===== src/rtl/ifetch.sv =====
// Instruction fetch unit: holds the PC, issues word reads to a one-cycle
// latency instruction memory and buffers returned words in a 2-entry queue
// whose head is presented to decode under a valid/ready handshake.
module ifetch #(
    parameter logic [31:0] RESET_PC = 32'h0000_0000
) (
    input  logic        clk,
    input  logic        rst,
    output logic        imem_req,
    output logic [31:0] imem_addr,
    input  logic [31:0] imem_rdata,
    output logic [31:0] ins,
    output logic [31:0] ins_pc,
    output logic        ins_valid,
    input  logic        ins_ready,
    input  logic        redirect,
    input  logic [31:0] redirect_pc
);

    logic [31:0] fetch_pc_q, fetch_pc_d;
    logic        inflight_q, inflight_d;
    logic [31:0] inflight_pc_q, inflight_pc_d;
    logic [1:0]  occ_q, occ_d;
    // Slot 0 is always the queue head and drives the decode outputs directly.
    logic [31:0] q_pc_q   [2];
    logic [31:0] q_word_q [2];
    logic [31:0] q_pc_d   [2];
    logic [31:0] q_word_d [2];

    logic        pop;
    logic        push;
    logic [2:0]  credit;
    logic [1:0]  occ_after_pop;

    assign ins_valid = (occ_q != 2'd0);
    assign ins       = q_word_q[0];
    assign ins_pc    = q_pc_q[0];
    assign imem_addr = fetch_pc_q;

    // Handshake, credit check and request generation; a request is only
    // issued when the word it returns is guaranteed a free queue slot.
    always_comb begin
        pop      = ins_valid & ins_ready & ~redirect;
        push     = inflight_q & ~redirect;
        credit   = {1'b0, occ_q} + {2'b00, inflight_q} - {2'b00, pop};
        imem_req = ~rst & ~redirect & (credit < 3'd2);
    end

    // Next state for PC, in-flight tracking and the shifting queue.
    always_comb begin
        fetch_pc_d    = fetch_pc_q;
        inflight_d    = imem_req;
        inflight_pc_d = inflight_pc_q;
        q_pc_d        = q_pc_q;
        q_word_d      = q_word_q;
        occ_after_pop = occ_q;

        if (redirect) begin
            fetch_pc_d = {redirect_pc[31:2], 2'b00};
        end else if (imem_req) begin
            fetch_pc_d    = fetch_pc_q + 32'd4;
            inflight_pc_d = fetch_pc_q;
        end

        // Popping shifts slot 1 into the head; a push then lands behind
        // whatever remains (credit keeps occ_after_pop at 0 or 1 here).
        if (pop) begin
            q_pc_d[0]     = q_pc_q[1];
            q_word_d[0]   = q_word_q[1];
            occ_after_pop = occ_q - 2'd1;
        end
        if (push) begin
            q_pc_d[occ_after_pop[0]]   = inflight_pc_q;
            q_word_d[occ_after_pop[0]] = imem_rdata;
        end

        occ_d = occ_after_pop + {1'b0, push};
        if (redirect) begin
            occ_d = 2'd0;
        end
    end

    // State registers with synchronous reset; reset drops queued and
    // in-flight words exactly like a redirect to RESET_PC.
    always_ff @(posedge clk) begin
        if (rst) begin
            fetch_pc_q    <= RESET_PC;
            inflight_q    <= 1'b0;
            inflight_pc_q <= 32'd0;
            occ_q         <= 2'd0;
            q_pc_q[0]     <= 32'd0;
            q_pc_q[1]     <= 32'd0;
            q_word_q[0]   <= 32'd0;
            q_word_q[1]   <= 32'd0;
        end else begin
            fetch_pc_q    <= fetch_pc_d;
            inflight_q    <= inflight_d;
            inflight_pc_q <= inflight_pc_d;
            occ_q         <= occ_d;
            q_pc_q        <= q_pc_d;
            q_word_q      <= q_word_d;
        end
    end

endmodule


===== config.mk =====
export PLATFORM = sky130hd
export DESIGN_NAME = ifetch
export DESIGN_NICKNAME = d
export VERILOG_FILES = /design/src/rtl/ifetch.sv
export SDC_FILE = /design/constraint.sdc
export NUM_CORES = 1
export LEC_CHECK = 0
export BUFFER_PORTS_ARGS = -buffer_cell sky130_fd_sc_hd__buf_2
export CAP_MARGIN = 20
export CORE_MARGIN = 2
export CORE_UTILIZATION = 60
export DETAILED_ROUTE_END_ITERATION = 16
export PLACE_DENSITY = 0.85
export SYNTH_ARGS = -nofsm -noshare
export SYNTH_HDL_FRONTEND = slang
export SYNTH_SLANG_ARGS = --single-unit

===== constraint.sdc =====
create_clock -name clk -period 6.4 [get_ports clk]
set_input_delay 0.96 -clock clk [delete_from_list [all_inputs] [get_ports clk]]
set_output_delay 0.96 -clock clk [all_outputs]
set_load 0.005 [all_outputs]

==> results.cfg <==
[clock_tree]
post_cts_hold_buffer_count = 0
cts_sink_cnt = 191
resize_count_post_cts = 0
cts-root-buf = clkbuf_16
cts_setup_buffers = 0
clk_path_buf_depth = 2
cts_tree = built
clk_pin_slew_ns = 0.06
clock_h_tree_levels = 4
tritoncts.num_buffers = 17
clk_latency_ns = 0.42

[layout]
fillerInstances = 1177
syn_to_final_growth_pct = 10.6
antenna_cells_inserted = 0
finalNonFillerCells = 1201
layout.cell_area.non_filler_um2 = 9760
layout-drive-gt1-share_pct = 26.6
area_taken_by_multi_input_logic_gates_um2 = 4180
fin_nets = 1078
seq_area_um2 = 3820
layout.core_utilization_pct = 67.4

[route]
initialDrtViolationCount = 434
drt-total-wl_um = 18400
wl_per_cell_um = 15.3
post-route-drc-count = 0
detailroute.via_count = 6701
via_per_inst = 5.58
drt.antenna.violating_nets = 0
drt_pass1_iterations = 4

[synthesis]
synthTopCellsByCount = 191 x dfxtp_1, 140 x nor2_1, 127 x mux2i_1
synthMostInstantiatedCell = dfxtp_1
synth_area_leaders = dfxtp_1 43%, mux2i_1 14%, a211oi_2 8.5%, nor2_1 6.0%, buf_4 5.7%
synth_cell_type_count = 47
synth_flop_cell = dfxtp_1
yosys_register_bits = 191
synth_edf_count = 0
synth_area_leader_cell = dfxtp_1
synthesis.instances = 950
synthesis.area_per_instance_um2 = 9.29
synthesis.yosys.warnings = 0
register_area_share_after_synthesis_pct = 43.3
netlist.area_leader.share_pct = 43.3
fraction_of_registers_with_async_set_or_reset_after_synthesis_pct = 0
netlist_area_um2 = 8830

[global_routing]
wire_length_of_the_first_global_routing_pass_um = 31000
groute.usage.overall_pct = 23.6
grt_remaining_overflow = 0
first_global_vias = 6435
antenna_found_initial = 0
grt_start_max_net_pins = 115

[worst_setup_path]
crit_chain = inv_1 > ha_1 > nor3b_4 > buf_4 > and2_1 > fa_1 > xnor2_1 > nand3_2 > inv_1 > buf_2
timing.critical_path.to_type = primary output
timing.critical_path.max_delay_family = buffers and inverters
worst-endpoint-required_ns = 5.44
arrival_ns = 2.92
cp_num_buf_inv = 4
type_of_element_launching_the_critical_path = register
timing.critical_path.slowest_stage_cell = buf_4
setup.worst_path.class = register to primary output
worst-path-max-fanout = 33
crit_path_max_incr_delay_ns = 0.52
crit_top_cell = inv_1

[timing]
period_minus_slack_ns = 3.88
timing.final.setup_violations = 0
setup_total_negative_slack_ns = 0
maxSlewHeadroom_pct = 31.5
rsz_0062_raised_after_global_routing = no
final_critical_path_setup_slack_ns = 2.52
period_share_pct = 60.6
slew_viol_final = 0
max_freq_mhz = 258
transition_time_at_the_pin_with_the_least_slew_margin_ns = 1.03
finalHoldViolations = 0
skew_ns = 0.00666

[job]
maxCapViolCount = 0

[die]
core.rowCount = 44
fp.dieW_um = 125
num_io_pins = 166
coreArea_um2 = 14500
die_height_um = 125
dieArea_um2 = 15700
initial_core_util_pct = 61.0

[placed_design]
dp.cells = 1169
pre_cts_ws_ns = 2.25
globalplace.congestion = 0.804
placement.io_buffers = 161
dp_hpwl_um = 12000
placed_area_um2 = 9150

[power_and_ir_drop]
power_density_nw_per_um2 = 258
vdd.ir_drop.worst_v = 0.000211
total_leakage_power_uw = 0.00366

[status]
run_status = completed

[hold_path]
hold_path_class = register to register
[report_power, final]
group	switching [µW]	internal (µW)
clock network	421	605
registers	38.3	1230
logic	128	96.2
[per-stage QoR]
stage                     hold WS [ns]  total power, µW
after floorplan                  0.430             1460
after global placement           0.448             1510
after detailed placement         0.449             1520
after CTS                        0.465             2530
after global routing             0.496             2620
final                            0.463             2520
[metal layers]
metal | GRT usage, % | share of wire, % | vias up
li1 | - | - | 3333
met1 | 31.6 | 46 | 3161
met2 | 39.1 | 47 | 188
met3 | 4.41 | 5.4 | 19
met4 | 7.32 | 1.2 | 0
met5 | 0 | 0 | -
[cell type report]
| cell class | count | area share, % |
|---|---|---|
| clock buffers | 26 | 5.42 |
| flip-flops and latches | 191 | 39.2 |
| inverters | 8 | 0.308 |
| repair buffers | 172 | 9.37 |
| well taps | 184 | 2.36 |
| multi-input cells | 616 | 42.8 |
| clock inverters | 4 | 0.513 |
[worst paths after layout]
kind | start | end | slack [ns] | cells past startpoint
setup / recovery | occ_q[1] | imem_req | 2.52 | 10
hold / removal | q_pc_q[1] | q_pc_q[1] | 0.46 | 1
setup reg to reg | occ_q[1] | imem_addr[22] | 2.84 | 13
hold reg to reg | q_pc_q[1] | q_pc_q[1] | 0.46 | 1
[worst register-to-register path, delay by kind of cell, from the launching register on]
family,cells,cell delay [ns]
XOR/XNOR,1,0.14
AO/OA/AOI/OAI,1,0.15
adder cells (fa/ha/maj),2,0.41
flip-flops,1,0.41
buffers and inverters,4,1.22
AND/OR/NAND/NOR,5,1.16
[placed cells by master (no fill, tap or decap), types with 2 or more instances in the layout]
cell / n
a211oi_1: 2
a211oi_2: 60
a21oi_1: 49
a22oi_1: 6
a31oi_1: 15
a32oi_1: 2
a41oi_1: 2
and2_1: 5
and3_1: 2
and4_1: 2
buf_2: 160
buf_4: 10
clkbuf_1: 2
clkbuf_16: 17
clkbuf_8: 7
clkinvlp_4: 2
conb_1: 2
dfxtp_1: 191
ha_1: 2
inv_1: 8
mux2i_1: 127
nand2_1: 92
nand3_1: 11
nand3_2: 2
nand3b_1: 4
nand4_1: 8
nor2_1: 140
nor2b_1: 10
nor3_1: 11
nor3b_1: 2
o21ai_0: 17
o221ai_1: 2
o22ai_1: 5
o31a_1: 3
or2_2: 3
or3_1: 7
or4_1: 3
xnor2_1: 6
xor2_1: 4
[cell families (layout without fill, tap and decap cells)]
family,after synthesis,after routing,share of synthesized area [%]
flops,191,191,43.3
fa+ha+maj,4,4,0.652
compound gates,165,165,15.4
simple gates,307,307,15.4
mux,128,128,14.5
other cells,1,2,0.0425
xor+xnor,10,10,0.992
buf+inv,144,210,9.64
Note: power is estimated with default switching activity, not from simulation.
